### src/rtl/t08_spi_pkg.sv
// Shared types and constants for the display-side SPI transmitter.
package t08_spi_pkg;

  typedef enum logic [1:0] {
    IDLE       = 2'd0,
    SHIFT      = 2'd1,
    WAIT_PARAM = 2'd2,
    END        = 2'd3
  } state_t;

  localparam int   BYTES_PER_WORD = 4;
  localparam logic CMD_DC         = 1'b0;
  localparam logic PARAM_DC       = 1'b1;

endpackage

### src/rtl/t08_spi_clkgen.sv
// SCLK generator: CLK_DIV clocks per half-period, one-cycle rise/fall enables.
// Held idle (sclk low, count cleared) whenever enable is low.
module t08_spi_clkgen #(
  parameter int CLK_DIV = 2
) (
  input  logic clk,
  input  logic rst,
  input  logic enable,
  output logic sclk,
  output logic sclk_rise,
  output logic sclk_fall
);

  localparam int DW = $clog2(CLK_DIV + 1);
  localparam logic [DW-1:0] LAST = DW'(CLK_DIV - 1);

  logic [DW-1:0] div_cnt;
  logic          phase_end;

  assign phase_end = enable && (div_cnt == LAST);
  assign sclk_rise = phase_end && !sclk;
  assign sclk_fall = phase_end && sclk;

  always_ff @(posedge clk) begin
    if (rst || !enable) begin
      div_cnt <= '0;
      sclk    <= 1'b0;
    end else if (phase_end) begin
      div_cnt <= '0;
      sclk    <= ~sclk;
    end else begin
      div_cnt <= div_cnt + DW'(1);
    end
  end

endmodule

### src/rtl/t08_spi_tx.sv
// Display SPI transmitter: one command byte (dc=0) then 0-15 parameter bytes (dc=1), mode 0.
// Each byte takes 16*CLK_DIV clocks; writes arriving while busy, or out of sequence, are dropped.
module t08_spi_tx
  import t08_spi_pkg::*;
#(
  parameter int CLK_DIV = 2
) (
  input  logic        clk,
  input  logic        rst,
  input  logic        cmd_write_i,
  input  logic [7:0]  command_i,
  input  logic [3:0]  counter_i,
  input  logic        param_write_i,
  input  logic [31:0] parameters_i,
  output logic        busy_o,
  output logic        done_o,
  output logic        sclk_o,
  output logic        mosi_o,
  output logic        cs_n_o,
  output logic        dc_o
);

  state_t      state, state_n;
  logic [31:0] shift_reg;
  logic [3:0]  remaining;
  logic [2:0]  bytes_left;
  logic [2:0]  bit_cnt;
  logic [2:0]  take;
  logic        sclk_rise, sclk_fall;
  logic        accept_cmd, accept_param, byte_end, word_end;

  t08_spi_clkgen #(.CLK_DIV(CLK_DIV)) u_clkgen (
    .clk       (clk),
    .rst       (rst),
    .enable    (state == SHIFT),
    .sclk      (sclk_o),
    .sclk_rise (sclk_rise),
    .sclk_fall (sclk_fall)
  );

  // A command always wins over a simultaneous parameter word.
  assign accept_cmd   = cmd_write_i && (state == IDLE || state == WAIT_PARAM);
  assign accept_param = param_write_i && !cmd_write_i && (state == WAIT_PARAM);
  // bit_cnt counts rises, so it has wrapped to 0 by the eighth fall.
  assign byte_end     = (state == SHIFT) && sclk_fall && (bit_cnt == 3'd0);
  assign word_end     = byte_end && (bytes_left == 3'd1);
  assign take         = (remaining >= 4'(BYTES_PER_WORD)) ? 3'(BYTES_PER_WORD) : remaining[2:0];

  always_ff @(posedge clk) begin
    if (rst) state <= IDLE;
    else     state <= state_n;
  end

  always_comb begin
    state_n = state;
    busy_o  = 1'b0;
    done_o  = 1'b0;
    cs_n_o  = 1'b1;
    case (state)
      IDLE: begin
        if (accept_cmd) state_n = SHIFT;
      end
      SHIFT: begin
        busy_o = 1'b1;
        cs_n_o = 1'b0;
        if (word_end) state_n = (remaining != 4'd0) ? WAIT_PARAM : END;
      end
      WAIT_PARAM: begin
        cs_n_o = 1'b0;
        if (accept_cmd || accept_param) state_n = SHIFT;
      end
      END: begin
        done_o  = 1'b1;
        state_n = IDLE;
      end
      default: state_n = IDLE;
    endcase
  end

  always_ff @(posedge clk) begin
    if (rst) begin
      shift_reg  <= '0;
      remaining  <= '0;
      bytes_left <= '0;
      bit_cnt    <= '0;
      mosi_o     <= 1'b0;
      dc_o       <= 1'b1;
    end else if (accept_cmd) begin
      shift_reg  <= {command_i, 24'h0};
      remaining  <= counter_i;
      bytes_left <= 3'd1;
      bit_cnt    <= '0;
      mosi_o     <= command_i[7];
      dc_o       <= CMD_DC;
    end else if (accept_param) begin
      shift_reg  <= parameters_i;
      remaining  <= remaining - 4'(take);
      bytes_left <= take;
      bit_cnt    <= '0;
      mosi_o     <= parameters_i[31];
      dc_o       <= PARAM_DC;
    end else if (state == SHIFT) begin
      if (sclk_rise) bit_cnt <= bit_cnt + 3'd1;
      if (sclk_fall) begin
        // Shifting the whole word leaves the next byte's MSB on top with no gap.
        shift_reg <= {shift_reg[30:0], 1'b0};
        mosi_o    <= word_end ? 1'b0 : shift_reg[30];
        if (byte_end) bytes_left <= bytes_left - 3'd1;
      end
    end
  end

endmodule
### config.mk
export PLATFORM = sky130hd
export DESIGN_NAME = t08_spi_tx
export DESIGN_NICKNAME = d
export VERILOG_FILES = /design/src/rtl/t08_spi_pkg.sv /design/src/rtl/t08_spi_clkgen.sv /design/src/rtl/t08_spi_tx.sv
export SDC_FILE = /design/constraint.sdc
export NUM_CORES = 1
export LEC_CHECK = 0
export CAP_MARGIN = 30
export CORE_ASPECT_RATIO = 0.6
export CORE_MARGIN = 4
export CORE_UTILIZATION = 38
export CTS_CLUSTER_DIAMETER = 80
export DETAILED_ROUTE_END_ITERATION = 12
export SETUP_SLACK_MARGIN = 0.05
export SLEW_MARGIN = 20
export SYNTH_ARGS = -nofsm -noshare
export SYNTH_HDL_FRONTEND = slang
export SYNTH_SLANG_ARGS = --single-unit
### constraint.sdc
create_clock -name clk -period 2.35 [get_ports clk]
set_input_delay 0.705 -clock clk [delete_from_list [all_inputs] [get_ports clk]]
set_output_delay 0.705 -clock clk [all_outputs]
set_load 0.01 [all_outputs]
==> results of run 1 <==
power breakdown:
group	total [mW]	switching (mW)	internal (mW)
Combinational	0.920	0.495	0.424
Clock	0.525	0.286	0.239
Sequential	1.01	0.0795	0.926
cell type report:
class                      instances  area [um^2]
clock inverter                     2         15.0
multi-input combinational        214         1320
inverter                          10         37.5
tap                               84          105
clock buffer                       6         82.6
fill                             598         2960
timing repair buffer              68          654
sequential                        48          966
synth_stat cells:
cell type / number / area, um^2
a211oi_1: 1 / 7.51
a21boi_0: 1 / 7.51
a21boi_2: 1 / 11.3
a21oi_1: 14 / 70.1
a221oi_1: 1 / 8.76
a22oi_1: 2 / 15.0
a311oi_1: 23 / 201
a31oi_1: 2 / 12.5
and2_1: 2 / 12.5
and3_1: 1 / 6.26
and4bb_2: 1 / 12.5
buf_2: 8 / 40.0
buf_4: 1 / 7.51
buf_6: 1 / 11.3
clkbuf_1: 11 / 41.3
dfxtp_1: 48 / 961
ha_1: 10 / 125
inv_1: 10 / 37.5
mux2i_1: 1 / 10.0
nand2_1: 58 / 218
nand2b_1: 3 / 18.8
nand3_1: 5 / 25.0
nand3b_1: 10 / 75.1
nand3b_4: 1 / 20.0
nand4b_1: 3 / 26.3
nor2_1: 34 / 128
nor2_2: 1 / 6.26
nor3_1: 4 / 20.0
nor3_4: 1 / 16.3
nor3b_1: 2 / 15.0
o2111ai_1: 7 / 61.3
o211ai_1: 1 / 7.51
o21a_1: 2 / 15.0
o21ai_0: 3 / 15.0
o21ai_2: 1 / 8.76
o31ai_1: 1 / 7.51
o41ai_1: 2 / 17.5
or2_2: 1 / 6.26
or3_1: 9 / 56.3
or3b_2: 1 / 8.76
xnor2_1: 2 / 17.5
xor2_1: 2 / 17.5
worst paths after layout:
| path | start | cells past startpoint | end |
|---|---|---|---|
| min | u_clkgen.div_cnt[0]$_SDFF_PP0_ | 1 | u_clkgen.div_cnt[0]$_SDFF_PP0_ |
| min reg2reg | u_clkgen.div_cnt[0]$_SDFF_PP0_ | 1 | u_clkgen.div_cnt[0]$_SDFF_PP0_ |
| max | state[1]$_SDFFE_PP0P_ | 3 | busy_o |
| max reg2reg | u_clkgen.div_cnt[0]$_SDFF_PP0_ | 5 | shift_reg[16]$_SDFFE_PP0P_ |
metal layers:
metal | vias to the layer above | global-route usage, % | wire length, um
li1 | 1144 | - | -
met1 | 1002 | 25.0 | 3390
met2 | 45 | 20.0 | 2400
met3 | 2 | 3.57 | 259
met4 | 0 | 4.23 | 35
met5 | - | 0 | 0
kinds of logic (layout without fill, tap and decap cells):
group | Yosys count | count (layout)
multiplexers | 1 | 1
AND/OR/NAND/NOR | 137 | 137
buffers and inverters | 31 | 86
adder cells (fa/ha/maj) | 10 | 10
AO/OA/AOI/OAI | 62 | 62
XOR/XNOR | 4 | 4
flip-flops | 48 | 48
through the flow:
| step | utilization [%] | hold WS (ns) | area, um^2 | power [mW] | cells |
|---|---|---|---|---|---|
| floorplan | - | 0.396 | 2410 | 1.57 | 293 |
| global placement | 50.0 | 0.405 | 3070 | 1.91 | 424 |
| detailed placement | 50.0 | 0.409 | 3070 | 1.93 | 424 |
| CTS | 51.6 | 0.422 | 3170 | 2.46 | 432 |
| global route | 51.8 | 0.470 | 3180 | 2.62 | 432 |
| finish | 51.8 | 0.423 | 3180 | 2.45 | 432 |
==> out/qor.yml, run 1 <==
setup_violations: 0
gp_congestion: 0.797
vias: 2193
post-place-ws_ns: 0.124
slowest_delay_ns: 0.53
yosysSeqAreaShare_pct: 39.9
hp-class: "register to register"
post-route-drc-count: 0
cts.clk_slew.worst_paths_ns: 0.09
regToRegSetupSlack_ns: 0.48
syn-num-nets: 351
cts-resized-gates: 4
finalClockSkew_ns: 0.00443
syn_to_final_growth_pct: 32.2
largest_register_ffs: 31
cap_violations: 0
arrival_ns: 1.49
cts_tree: "done"
cts-hold-fix-buffers: 0
drtPass1Iterations: 4
synthAdderAreaFrac_pct: 5.20
io_pins: 54
root_buffer: "clkbuf_8"
core_um2: 6140
first_iter_violations: 102
num_rows: 22
synth_top_family_by_area: "simple AND/OR/NAND/NOR gates"
path_class: "register to primary output"
vias_per_cell: 5.08
dp_hpwl_mm: 4.45
nets: 405
grt_max_degree: 51
start_util_pct: 39.2
die_h_um: 69.6
finalHoldViolations: 0
layout_commonest_cell: "nand2_1"
rsz0062_at_grt: "no"
gr-usage-all-layers_pct: 15.5
fin_setup_tns_ns: 0
cp.required_ns: 1.64
antenna_found_initial: 0
clock_path_buffers: 2
drive_above_1_share_pct: 9.77
synth.distinct_cells: 42
path_delay_family: "buffers and inverters"
powerDensity_nw_per_um2: 770
period_share_pct: 93.5
max-slew-margin-rel_pct: 68.9
yosys.area_share.simple_pct: 27.9
power_leakage_nw: 1.08
grt_overflow: 0
drv_slew: 0
cts.sinks: 48
synth_cells: 293
portBuffers: 53
synth-compound-area-share_pct: 19.4
routedWlPerCell_um: 14.1
syn_avg_cell_area_um2: 8.21
postRouteAntennaNets: 0
cp_max_fo: 4
cts_made_buffers: 5
synth-warning-count: 0
crit_slowest_cell: "clkdlybuf4s50_1"
layout_common_cells: "nand2_1 (58), clkdlybuf4s50_1 (52), dfxtp_1 (46)"
postCtsSetupBuffers: 0
worst_slack_ns: 0.154
netlist_area_um2: 2410
ir_drop_mv: 0.288
finalWirelength_mm: 6.09
finalCriticalPeriod_ns: 2.20
grt_pass1_vias: 1969
grt_pass1_wl_mm: 9.86
outcome: "finished, final reports clean"
htreeDepth: 2
clock_latency_ns: 0.30
cp-start-kind: "register"
crit_buf_inv: 2
crit_chain: "inv_1 -> ha_4 -> clkdlybuf4s50_1"
worst_pin_slew_ns: 0.464
endpoint_kind: "primary output"
antennaDiodeCount: 0
synthMuxAreaShare_pct: 0.416
synthXorXnorAreaFrac_pct: 1.46
fmax_mhz: 455
dieArea_um2: 7710
ys_ff_latch: 48
die_w_um: 111
Note: power is estimated with default switching activity, not from simulation.
==> run 2: changes to the inputs <==
--- a/config.mk
+++ b/config.mk
@@ -7,7 +7,7 @@
 export LEC_CHECK = 0
 export CAP_MARGIN = 30
 export CORE_ASPECT_RATIO = 0.6
-export CORE_MARGIN = 4
+export CORE_MARGIN = 1.5
 export CORE_UTILIZATION = 38
 export CTS_CLUSTER_DIAMETER = 80
 export DETAILED_ROUTE_END_ITERATION = 12
==> run 2 against run 1 <==
Effect of this change: design area unchanged; clock-buffer cell count unchanged; critical path depth unchanged; maximum frequency down 1.0%; combinational power down 4.0%; critical endpoint unchanged; highest routed layer unchanged.
==> out/qor.yml, run 2 (same netlist as run 1, synthesis figures left out) <==
core_um2: 6110  # was 6140 um^2
post-route-drc-count: 0  # unchanged
dieArea_um2: 6830  # was 7710 um^2
rr_startpoint: "state[1]$_SDFFE_PP0P_"  # was u_clkgen.div_cnt[0]$_SDFF_PP0_
seq_area_um2: 963  # was 966 um^2
start_util_pct: 39.4  # was 39.2%
cts.sinks: 48  # unchanged
die_w_um: 106  # was 111 um
rsz0062_at_grt: "no"  # unchanged
min-delay-start: "u_clkgen.div_cnt[0]$_SDFF_PP0_"  # unchanged
vias_per_cell: 4.98  # was 5.08
drv_slew: 0  # unchanged
finalWirelength_mm: 5.61  # was 6.09 mm
first_iter_violations: 143  # was 102
cts.clk_slew.worst_paths_ns: 0.08  # was 0.09 ns
cp.required_ns: 1.64  # about the same
cp-startpoint: "state[1]$_SDFFE_PP0P_"  # unchanged
grt_pass1_wl_mm: 9.24  # was 9.86 mm
ir_drop_mv: 0.300  # was 0.288 mV
grt_max_degree: 51  # unchanged
path_class: "register to primary output"  # unchanged
period_share_pct: 94.4  # was 93.5%
fmax_mhz: 451  # was 455 MHz
largest_register_ffs: 31  # unchanged
root_buffer: "clkbuf_8"  # unchanged
routedWlPerCell_um: 13.0  # was 14.1 um
vias: 2147  # was 2193
cp-start-kind: "register"  # unchanged
drive_above_1_share_pct: 9.22  # was 9.77%
gr-usage-all-layers_pct: 17.0  # was 15.5%
endpoint_kind: "primary output"  # unchanged
arrival_ns: 1.51  # was 1.49 ns
finalHoldViolations: 0  # unchanged
clock_path_buffers: 2  # unchanged
outcome: "finished, final reports clean"  # unchanged
multi_input_area_um2: 1320  # unchanged
cap_violations: 0  # unchanged
postRouteAntennaNets: 0  # unchanged
antenna_found_initial: 0  # unchanged
portBuffers: 53  # unchanged
finalClockSkew_ns: 0.00610  # was 0.00443 ns
layout_common_cells: "nand2_1 (58), clkdlybuf4s50_1 (52), dfxtp_1 (46)"  # unchanged
max-slew-margin-rel_pct: 72.2  # was 68.9%
htreeDepth: 2  # unchanged
syn_to_final_growth_pct: 32.2  # unchanged
io_pins: 54  # unchanged
hold_slack_ns: 0.424  # was 0.423 ns
fin_setup_tns_ns: 0  # unchanged
num_rows: 22  # unchanged
postCtsSetupBuffers: 0  # unchanged
grt_overflow: 0  # unchanged
finalCriticalPeriod_ns: 2.22  # was 2.20 ns
cts_made_buffers: 5  # unchanged
layout_commonest_cell: "nand2_1"  # unchanged
dp_hpwl_mm: 4.01  # was 4.45 mm
setup_violations: 0  # unchanged
gp_congestion: 0.760  # was 0.797
antennaDiodeCount: 0  # unchanged
fill_cells: 612  # was 598
clock_latency_ns: 0.30  # about the same
powerDensity_nw_per_um2: 777  # was 770 nW/um^2
grt_pass1_vias: 1903  # was 1969
die_h_um: 64.6  # was 69.6 um
nets: 404  # was 405
cts_tree: "done"  # unchanged
drtPass1Iterations: 4  # unchanged
worst_pin_slew_ns: 0.417  # was 0.464 ns
cp_max_fo: 5  # was 4
power_leakage_nw: 1.08  # about the same
hp-class: "register to register"  # unchanged
-- run 2: changes by cell type in the layout (fill, tap and decap cells not counted) --
cell        before  now
dfxtp_4          1    0
dfxtp_2          1    2
clkbuf_8         6    5
clkbuf_1         0    1
bufinv_16        0    1
buf_4           14   13
clkinvlp_4       2    0
clkinv_2         0    1
-- run 2: path summary, 6_finish.rpt --
| path | to | slack (ns) | cells past startpoint |
|---|---|---|---|
| worst max-delay path | busy_o | 0.13 | 3 |
| worst min-delay path | u_clkgen.div_cnt[0]$_SDFF_PP0_ | 0.42 | 1 |
| worst max register to register | shift_reg[23]$_SDFFE_PP0P_ | 0.38 | 7 |
| worst min register to register | u_clkgen.div_cnt[0]$_SDFF_PP0_ | 0.42 | 1 |
-- run 2: metrics by stage --
| step | worst slack [ns] | std cells | utilization, % | instance area, um^2 | power [mW] |
|---|---|---|---|---|---|
| 2_1_floorplan | 0.632 | 293 | - | 2410 | 1.57 |
| 3_3_place_gp | 0.145 | 423 | 50.1 | 3060 | 1.88 |
| 3_5_place_dp | 0.0634 | 423 | 50.1 | 3060 | 1.89 |
| 4_1_cts | 0.0565 | 431 | 51.8 | 3170 | 2.48 |
| 5_1_grt | 0.0677 | 431 | 52.0 | 3180 | 2.64 |
| 6_report | 0.131 | 431 | 52.0 | 3180 | 2.47 |
-- run 2: area by class of cell --
class / instances / area share, %
multi-input cells: 214 / 41.5
flip-flops and latches: 48 / 30.3
repair buffers: 67 / 20.3
well taps: 84 / 3.30
clock buffers: 6 / 2.28
inverters: 10 / 1.18
clock inverters: 2 / 1.10
-- run 2: power breakdown --
part           total, mW  leakage [nW]  internal [mW]  switching [mW]
logic              0.883         0.639          0.415           0.468
registers           1.00         0.390          0.922          0.0799
clock network      0.586        0.0552          0.316           0.270
-- run 2: layer usage --
| layer | vias to the layer above | track usage (%) | wire, um |
|---|---|---|---|
| met5 | - | 0 | 0 |
| met4 | 0 | 4.90 | 41 |
| met3 | 5 | 4.12 | 223 |
| li1 | 1138 | - | - |
| met1 | 970 | 26.6 | 3180 |
| met2 | 34 | 22.2 | 2160 |
-- run 2: timing repair --
action,in CTS,in global routing
gates resized for setup,3,2
endpoints found under the hold margin,0,0
endpoints found under the setup margin,2,1
hold buffers,0,0
pin swaps,0,0
-- run 2: critical path: stages, from the launching register on --
cell	delay (ns)
dfxtp_2	0.34
inv_1	0.16
ha_4	0.18
clkdlybuf4s50_1	0.53
==> run 3: changes to the inputs <==
--- a/config.mk
+++ b/config.mk
@@ -11,6 +11,7 @@
 export CORE_UTILIZATION = 38
 export CTS_CLUSTER_DIAMETER = 80
 export DETAILED_ROUTE_END_ITERATION = 12
+export GPL_ROUTABILITY_DRIVEN = 0
 export SETUP_SLACK_MARGIN = 0.05
 export SLEW_MARGIN = 20
 export SYNTH_ARGS = -nofsm -noshare
==> results of run 3 <==
The final DEF is identical to that of run 2; final timing and power are the same.
